`src/rtl/cache_types_pkg.sv`:
```
// cache_types_pkg: shared sizing and types for the cache completion path.
//   NUM_BANKS, UUID_SIZE, BANKS_LEN, CMPL_FIFO_DEPTH : default geometry
//   cmpl_resp_t : one response beat {uuid, bank}
//   sat_add8    : 8-bit saturating add used by the drop counter
package cache_types_pkg;
   localparam int NUM_BANKS       = 4;
   localparam int UUID_SIZE       = 4;
   localparam int BANKS_LEN       = $clog2(NUM_BANKS);
   localparam int CMPL_FIFO_DEPTH = 4;

   typedef struct packed {
      logic [UUID_SIZE-1:0] uuid;
      logic [BANKS_LEN-1:0] bank;
   } cmpl_resp_t;

   function automatic logic [7:0] sat_add8(input logic [7:0] a, input logic [8:0] b);
      logic [9:0] s;
      s = {2'b00, a} + {1'b0, b};
      return (s > 10'd255) ? 8'hFF : s[7:0];
   endfunction
endpackage

```
`src/rtl/cache_completion_arbiter_if.sv`:
```
// cache_completion_arbiter_if: bank completion pulses in, scheduler response out.
//   master : bank array / scheduler side (drives pulses and resp_ready)
//   slave  : the arbiter (drives response, backpressure and drop stats)
interface cache_completion_arbiter_if #(
   parameter int NUM_BANKS = cache_types_pkg::NUM_BANKS,
   parameter int UUID_SIZE = cache_types_pkg::UUID_SIZE,
   parameter int BANKS_LEN = $clog2(NUM_BANKS)
);
   logic [NUM_BANKS-1:0]                block_status;
   logic [NUM_BANKS-1:0][UUID_SIZE-1:0] uuid_block;
   logic                                resp_ready;
   logic                                resp_valid;
   logic [UUID_SIZE-1:0]                resp_uuid;
   logic [BANKS_LEN-1:0]                resp_bank;
   logic [NUM_BANKS-1:0]                bank_full;
   logic                                overflow;
   logic [7:0]                          drop_count;

   modport master (
      output block_status, uuid_block, resp_ready,
      input  resp_valid, resp_uuid, resp_bank, bank_full, overflow, drop_count
   );
   modport slave (
      input  block_status, uuid_block, resp_ready,
      output resp_valid, resp_uuid, resp_bank, bank_full, overflow, drop_count
   );
endinterface

```
`src/rtl/cache_uuid_fifo.sv`:
```
// cache_uuid_fifo: per-bank UUID FIFO with synchronous push/pop.
//   push/din    : enqueue; accepted when not full, or when full and popping
//   pop         : dequeue head; ignored when empty
//   empty/full  : occupancy flags from the registered count
//   almost_full : registered, high when next occupancy >= DEPTH-1
//   count/head  : occupancy and oldest entry
module cache_uuid_fifo #(
   parameter  int DEPTH = 4,
   parameter  int WIDTH = 4,
   localparam int AW    = $clog2(DEPTH)
) (
   input  logic             CLK,
   input  logic             nRST,
   input  logic             push,
   input  logic             pop,
   input  logic [WIDTH-1:0] din,
   output logic             empty,
   output logic             full,
   output logic             almost_full,
   output logic [AW:0]      count,
   output logic [WIDTH-1:0] head
);
   localparam logic [AW:0] FULL_LVL = (AW+1)'(DEPTH);
   localparam logic [AW:0] AF_LVL   = (AW+1)'(DEPTH-1);

   logic [DEPTH-1:0][WIDTH-1:0] mem;
   logic [AW-1:0]               rd_ptr, wr_ptr;
   logic [AW:0]                 count_nxt;
   logic                        do_push, do_pop;

   assign empty   = (count == '0);
   assign full    = (count == FULL_LVL);
   assign do_pop  = pop && !empty;
   // a full FIFO still takes a push when its head leaves in the same cycle
   assign do_push = push && (!full || do_pop);
   assign head    = mem[rd_ptr];

   always_comb begin
      count_nxt = count;
      if (do_push && !do_pop)      count_nxt = count + 1'b1;
      else if (!do_push && do_pop) count_nxt = count - 1'b1;
   end

   always_ff @(posedge CLK or negedge nRST) begin
      if (!nRST) begin
         rd_ptr      <= '0;
         wr_ptr      <= '0;
         count       <= '0;
         almost_full <= 1'b0;
      end else begin
         if (do_push) wr_ptr <= wr_ptr + 1'b1;
         if (do_pop)  rd_ptr <= rd_ptr + 1'b1;
         count       <= count_nxt;
         almost_full <= (count_nxt >= AF_LVL);
      end
   end

   // storage needs no reset: it is only observed through a non-zero count
   always_ff @(posedge CLK) begin
      if (do_push) mem[wr_ptr] <= din;
   end
endmodule

```
`src/rtl/cache_completion_arbiter.sv`:
```
// cache_completion_arbiter: captures per-bank completion pulses into FIFOs and
// round-robins them onto a single valid/ready response channel.
//   CLK, nRST : clock, async active-low reset
//   bus       : slave side of cache_completion_arbiter_if (pulses in, response,
//               bank_full backpressure, overflow flag and drop_count out)
module cache_completion_arbiter #(
   parameter  int NUM_BANKS  = cache_types_pkg::NUM_BANKS,
   parameter  int UUID_SIZE  = cache_types_pkg::UUID_SIZE,
   parameter  int FIFO_DEPTH = cache_types_pkg::CMPL_FIFO_DEPTH,
   localparam int BANKS_LEN  = $clog2(NUM_BANKS),
   localparam int CW         = $clog2(FIFO_DEPTH) + 1
) (
   input logic                        CLK,
   input logic                        nRST,
   cache_completion_arbiter_if.slave  bus
);
   import cache_types_pkg::*;

   logic [NUM_BANKS-1:0]                empty, full, afull, pop, drop;
   logic [NUM_BANKS-1:0][CW-1:0]        cnt;
   logic [NUM_BANKS-1:0][UUID_SIZE-1:0] head;
   logic [BANKS_LEN-1:0]                rr_ptr, scan_grant, grant, hold_bank;
   logic                                hold_vld, any, xfer, overflow_q;
   logic [7:0]                          drop_count_q;
   logic [8:0]                          ndrop;

   genvar g;
   generate
      for (g = 0; g < NUM_BANKS; g++) begin : g_bank
         cache_uuid_fifo #(.DEPTH(FIFO_DEPTH), .WIDTH(UUID_SIZE)) u_fifo (
            .CLK         (CLK),
            .nRST        (nRST),
            .push        (bus.block_status[g]),
            .pop         (pop[g]),
            .din         (bus.uuid_block[g]),
            .empty       (empty[g]),
            .full        (full[g]),
            .almost_full (afull[g]),
            .count       (cnt[g]),
            .head        (head[g])
         );
         assign drop[g] = bus.block_status[g] && full[g] && !pop[g];
      end
   endgenerate

   // occupancy is exported by the FIFO for debug; the arbiter only needs flags
   logic unused_cnt;
   assign unused_cnt = ^cnt;

   // first non-empty bank at or after rr_ptr; descending scan so the
   // smallest offset wins
   always_comb begin
      logic [BANKS_LEN-1:0] idx;
      idx        = '0;
      scan_grant = rr_ptr;
      for (int k = NUM_BANKS-1; k >= 0; k--) begin
         idx = rr_ptr + BANKS_LEN'(k);
         if (!empty[idx]) scan_grant = idx;
      end
   end

   // a presented-but-unaccepted grant is frozen so late pushes into a
   // higher-priority bank cannot change the beat under the scheduler
   assign any   = ~&empty;
   assign grant = hold_vld ? hold_bank : scan_grant;
   assign xfer  = any && bus.resp_ready;

   always_comb begin
      pop = '0;
      if (xfer) pop[grant] = 1'b1;
   end

   always_comb begin
      ndrop = '0;
      for (int i = 0; i < NUM_BANKS; i++) ndrop = ndrop + 9'(drop[i]);
   end

   always_ff @(posedge CLK or negedge nRST) begin
      if (!nRST) begin
         rr_ptr       <= '0;
         hold_vld     <= 1'b0;
         hold_bank    <= '0;
         overflow_q   <= 1'b0;
         drop_count_q <= '0;
      end else begin
         if (xfer) rr_ptr <= grant + 1'b1;
         hold_vld  <= any && !bus.resp_ready;
         hold_bank <= grant;
         if (|drop) overflow_q <= 1'b1;
         drop_count_q <= sat_add8(drop_count_q, ndrop);
      end
   end

   assign bus.resp_valid = any;
   assign bus.resp_bank  = any ? grant : '0;
   assign bus.resp_uuid  = any ? head[grant] : '0;
   assign bus.bank_full  = afull;
   assign bus.overflow   = overflow_q;
   assign bus.drop_count = drop_count_q;
endmodule

```
`src/flat_wrapper.sv`:
```
// flat-port wrapper written by rule: the top's interface ports become plain ports
module cache_completion_arbiter_flat import cache_types_pkg::*;
#(
   parameter  int NUM_BANKS  = cache_types_pkg::NUM_BANKS,
   parameter  int UUID_SIZE  = cache_types_pkg::UUID_SIZE,
   parameter  int FIFO_DEPTH = cache_types_pkg::CMPL_FIFO_DEPTH,
   localparam int BANKS_LEN  = $clog2(NUM_BANKS),
   localparam int CW         = $clog2(FIFO_DEPTH) + 1
)
  (CLK, nRST, bus_block_status, bus_uuid_block, bus_resp_ready, bus_resp_valid, bus_resp_uuid, bus_resp_bank, bus_bank_full, bus_overflow, bus_drop_count);
  cache_completion_arbiter_if #(.NUM_BANKS(NUM_BANKS), .UUID_SIZE(UUID_SIZE)) bus_i ();
  input logic CLK;
  input logic nRST;
  input wire logic [$bits(bus_i.block_status)-1:0] bus_block_status;
  input wire logic [$bits(bus_i.uuid_block)-1:0] bus_uuid_block;
  input wire logic [$bits(bus_i.resp_ready)-1:0] bus_resp_ready;
  output wire logic [$bits(bus_i.resp_valid)-1:0] bus_resp_valid;
  output wire logic [$bits(bus_i.resp_uuid)-1:0] bus_resp_uuid;
  output wire logic [$bits(bus_i.resp_bank)-1:0] bus_resp_bank;
  output wire logic [$bits(bus_i.bank_full)-1:0] bus_bank_full;
  output wire logic [$bits(bus_i.overflow)-1:0] bus_overflow;
  output wire logic [$bits(bus_i.drop_count)-1:0] bus_drop_count;
  assign bus_i.block_status = bus_block_status;
  assign bus_i.uuid_block = bus_uuid_block;
  assign bus_i.resp_ready = bus_resp_ready;
  assign bus_resp_valid = bus_i.resp_valid;
  assign bus_resp_uuid = bus_i.resp_uuid;
  assign bus_resp_bank = bus_i.resp_bank;
  assign bus_bank_full = bus_i.bank_full;
  assign bus_overflow = bus_i.overflow;
  assign bus_drop_count = bus_i.drop_count;
  cache_completion_arbiter #(.NUM_BANKS(NUM_BANKS), .UUID_SIZE(UUID_SIZE), .FIFO_DEPTH(FIFO_DEPTH)) u_core (.CLK(CLK), .nRST(nRST), .bus(bus_i));
endmodule
```
`config.mk`:
```
export PLATFORM = sky130hd
export DESIGN_NAME = cache_completion_arbiter_flat
export DESIGN_NICKNAME = d
export VERILOG_FILES = /design/src/rtl/cache_types_pkg.sv /design/src/rtl/cache_completion_arbiter_if.sv /design/src/rtl/cache_uuid_fifo.sv /design/src/rtl/cache_completion_arbiter.sv /design/src/flat_wrapper.sv
export SDC_FILE = /design/constraint.sdc
export NUM_CORES = 1
export LEC_CHECK = 0
export ABC_AREA = 1
export CORE_MARGIN = 3
export CORE_UTILIZATION = 53
export CTS_CLUSTER_SIZE = 40
export DETAILED_ROUTE_END_ITERATION = 8
export PLACE_DENSITY = 0.76
export SYNTH_ARGS = -nofsm -noshare
export SYNTH_HDL_FRONTEND = slang
export SYNTH_SLANG_ARGS = --single-unit
```
`constraint.sdc`:
```
create_clock -name CLK -period 4.3 [get_ports CLK]
set_input_delay 1.29 -clock CLK [delete_from_list [all_inputs] [get_ports CLK]]
set_output_delay 1.29 -clock CLK [all_outputs]
set_load 0.05 [all_outputs]
```
==> flow_summary.ini <==
[status]
status = complete, no violations

[setup_path]
r2r-end = u_core.bus.drop_count[4]
cp_max_fo = 6
ff2ff_path_depth = 30
r2r-start = u_core.rr_ptr[0]
required_ns = 3.01
worstSetupStartpointType = flop
critPathArrivalTime_ns = 2.87
path_class = reg -> out
reg2reg_setup_slack_ns = 0.22
end_kind = output pin

[sta]
max_freq_ghz = 0.241
period_share_pct = 96.7
fin_crit_ns = 4.16
hold_viol = 0
setup_violations = 0
fin_skew_ns = 0.0150
setup_ws_ns = 0.144
maxSlewViolCount = 0
tightestPinTransition_ns = 1.06
fin_tns_setup_ns = 0
maxSlewHeadroom_pct = 29.5

[die]
std_cell_rows = 37
dieArea_um2 = 12100
die_h_um = 110
initial_core_util_pct = 54.9
core_area_um2 = 10400
io_pins = 43
die_w_um = 110

[cts]
cts_sinks = 110
htree_levels = 3
clkTransAtPathRegs_ns = 0.10
clock_latency_ns = 0.38
cts-root-buf = clkbuf_8
hold_buffers = 0
numCtsBuffers = 9
cts_tree = yes
cts_buffer_depth = 2

[global_route]
grt-ovfl-total = 0
antenna_found_initial = 0
grt_pass1_wl_um = 18100
grt_max_degree = 47
grt_pass1_vias = 3975
grt_usage_pct = 19.5

[finish]
fin_nets = 711
syn_to_final_growth_pct = 22.0
antennaDiodeCount = 0
drive_gt1_share_pct = 22.1
n_fill_cell = 768

[power]
ir_drop_mv = 0.370
p_leak_nw = 3.11
powerDensity_nw_per_um2 = 759

[logic_synthesis]
yosys_warnings = 0
synth_area_um2 = 5720
ys_ff_latch = 110
syn_area_per_cell_um2 = 10.1
synthDistinctLibCells = 38
syn-num-nets = 625
ys_seq_area_share_pct = 53.8
synthCells = 564

[placed_design]
gp_congestion = 0.903
pre_cts_ws_ns = -0.544
dp_hpwl_um = 8070
port_buffers = 42

[routing]
dr.pass1.iters = 4
vias = 4032
dr_wl_met2_um = 5830
wl_met1_um = 4960
drc = 0
top_layer_used = met4
drtIter0Drc = 213
wl_met3_um = 309
avgRoutedWirePerCell_um = 14.4
drt_wl_total_um = 11400
vias_per_cell = 5.10
antenna_left = 0

[hold_path]
hold_depth = 1
min_from = u_core.g_bank[1].u_fifo.rd_ptr[1]
hold_path_end = u_core.g_bank[1].u_fifo.rd_ptr[1]
hold_path_class = reg -> reg

[flow_run]
maxCapViolCount = 0
[metrics by stage]
step	cell area [um^2]	util (%)	total power, mW	hold WS (ns)	instances
after floorplan	5720	-	3.51	0.442	564
after global placement	6430	61.8	4.24	0.460	755
after detailed placement	6430	61.8	4.34	0.463	755
after CTS	6690	64.2	5.01	0.479	774
after global routing	6970	67.0	5.69	0.520	791
final	6970	67.0	5.29	0.477	791
[registers in the layout, indices dropped and copies added, names as in the netlist]
name                              cells
u_core.bus.drop_count                 8
u_core.bus.overflow                   1
u_core.g_bank.u_fifo.almost_full      4
u_core.g_bank.u_fifo.count           12
u_core.g_bank.u_fifo.mem             64
u_core.g_bank.u_fifo.rd_ptr           8
u_core.g_bank.u_fifo.wr_ptr           8
u_core.hold_bank                      2
u_core.hold_vld                       1
u_core.rr_ptr                         2
[cell families after synthesis]
family	share of synthesized area (%)
adders and majority gates	8.58
buffers and inverters	7.22
DFF	53.8
AOI/OAI and AO/OA	7.77
xor gates and xnor gates	3.52
and+or+nand+nor	19.1
[synthesized netlist by cell type]
| cell | count | area share [%] |
|---|---|---|
| xor2_1 | 19 | 2.9 |
| nor2_1 | 65 | 4.3 |
| nand4_2 | 1 | 0.22 |
| inv_2 | 6 | 0.39 |
| buf_6 | 3 | 0.59 |
| a21oi_1 | 15 | 1.3 |
| nand4_1 | 6 | 0.66 |
| o21ai_2 | 2 | 0.31 |
| inv_4 | 1 | 0.11 |
| ha_1 | 36 | 7.9 |
| or2_2 | 1 | 0.11 |
| nor2_4 | 3 | 0.59 |
| nand2_2 | 11 | 1.2 |
| o22ai_1 | 11 | 1.2 |
| o21bai_1 | 1 | 0.13 |
| clkbuf_1 | 2 | 0.13 |
| xnor2_1 | 4 | 0.61 |
| nand3_1 | 25 | 2.2 |
| nand4_4 | 1 | 0.37 |
| nand2_4 | 4 | 0.79 |
| nand3b_4 | 1 | 0.35 |
| nand3_2 | 7 | 1.2 |
| clkinv_4 | 1 | 0.15 |
| inv_1 | 73 | 4.8 |
| a32o_1 | 5 | 0.88 |
| a311oi_1 | 4 | 0.61 |
| clkinv_1 | 6 | 0.39 |
| a21o_1 | 2 | 0.26 |
| fa_1 | 2 | 0.70 |
| nor2_2 | 2 | 0.22 |
| dfrtp_1 | 46 | 20 |
| nor2_8 | 1 | 0.35 |
| edfxtp_1 | 64 | 34 |
| buf_4 | 5 | 0.66 |
| nand2_1 | 91 | 6.0 |
| o21ai_1 | 4 | 0.35 |
| nand3_4 | 2 | 0.61 |
| o21ai_0 | 31 | 2.7 |
[power by group]
part | total, mW | switching [mW] | leakage (nW) | internal [mW]
Combinational | 2.95 | 1.76 | 1.88 | 1.19
Clock | 0.630 | 0.332 | 0.107 | 0.297
Sequential | 1.71 | 0.253 | 1.12 | 1.46
[critical path, cell delays in order, from the launching register on]
cell and delay [ns]:
dfrtp_1 0.41, inv_2 0.10, ha_4 0.17, inv_2 0.04
nor2_4 0.08, nand2_2 0.08, nand3_2 0.09, nand2_2 0.06
nand2_2 0.07, nand2_4 0.06, nand2_2 0.05, nand2_2 0.07
nand3_4 0.09, nand2_4 0.07, buf_4 0.14, buf_4 0.15
nand2_1 0.07, a21oi_1 0.06, a311oi_1 0.41, buf_12 0.20
[layer usage]
metal / global-route usage, % / up-vias
met3: 4.11 / 18
met1: 24.7 / 1931
met2: 32.2 / 56
met5: 0 / -
li1: - / 2027
met4: 8.28 / 0
[worst max-delay path by stage]
stage | from | to | slack [ns] | depth (start not counted)
6_report | u_core.g_bank[3].u_fifo.count[0] | bus_resp_uuid[2] | 0.14 | 19
5_1_grt | u_core.g_bank[3].u_fifo.count[0] | u_core.bus.drop_count[4] | -0.05 | 32
4_1_cts | u_core.g_bank[1].u_fifo.count[1] | u_core.bus.drop_count[2] | 0.004 | 31
3_5_place_dp | bus_resp_ready | u_core.bus.drop_count[4] | -0.54 | 22
3_3_place_gp | bus_resp_ready | u_core.bus.drop_count[2] | -0.43 | 22
2_1_floorplan | u_core.g_bank[3].u_fifo.count[0] | bus_resp_uuid[0] | 0.03 | 17
[what timing repair did]
action | CTS | global route
resized for setup | 7 | 48
cloned | 0 | 0
buffers inserted | 3 | 17
pin swaps | 2 | 19
setup endpoints to repair | 12 | 12
[layout make-up]
cell class              instances  area, um^2  share of cell area (%)
repair buffers                 85         783                    11.2
multi-input cells             357        2400                    34.5
well taps                     136         170                    2.44
flip-flops and latches        110        3080                    44.1
inverters                      87         334                    4.79
clock buffers                  14         195                    2.80
clock inverters                 2        11.3                   0.161
[layout by cell type, fill, tap and decap left out, types with 3 or more instances in the layout]
| cell type | instances |
|---|---|
| a32o_1 | 5 |
| nor2_4 | 4 |
| o21ai_2 | 5 |
| ha_4 | 6 |
| nand2_1 | 88 |
| nor2_2 | 3 |
| o22ai_1 | 11 |
| inv_2 | 19 |
| nor2_1 | 63 |
| nand4_1 | 6 |
| nand2_4 | 5 |
| a311oi_2 | 3 |
| ha_1 | 30 |
| dfrtp_1 | 44 |
| clkbuf_8 | 10 |
| buf_4 | 41 |
| nand3_2 | 11 |
| buf_12 | 4 |
| a21oi_1 | 15 |
| clkdlybuf4s50_1 | 35 |
| xnor2_1 | 4 |
| clkinv_1 | 6 |
| inv_1 | 60 |
| nand3_4 | 4 |
| xor2_1 | 19 |
| o21ai_0 | 29 |
| nand3_1 | 19 |
| nand2_2 | 13 |
| edfxtp_1 | 64 |
| o21ai_1 | 3 |
Power figures use the tool's default switching activity.
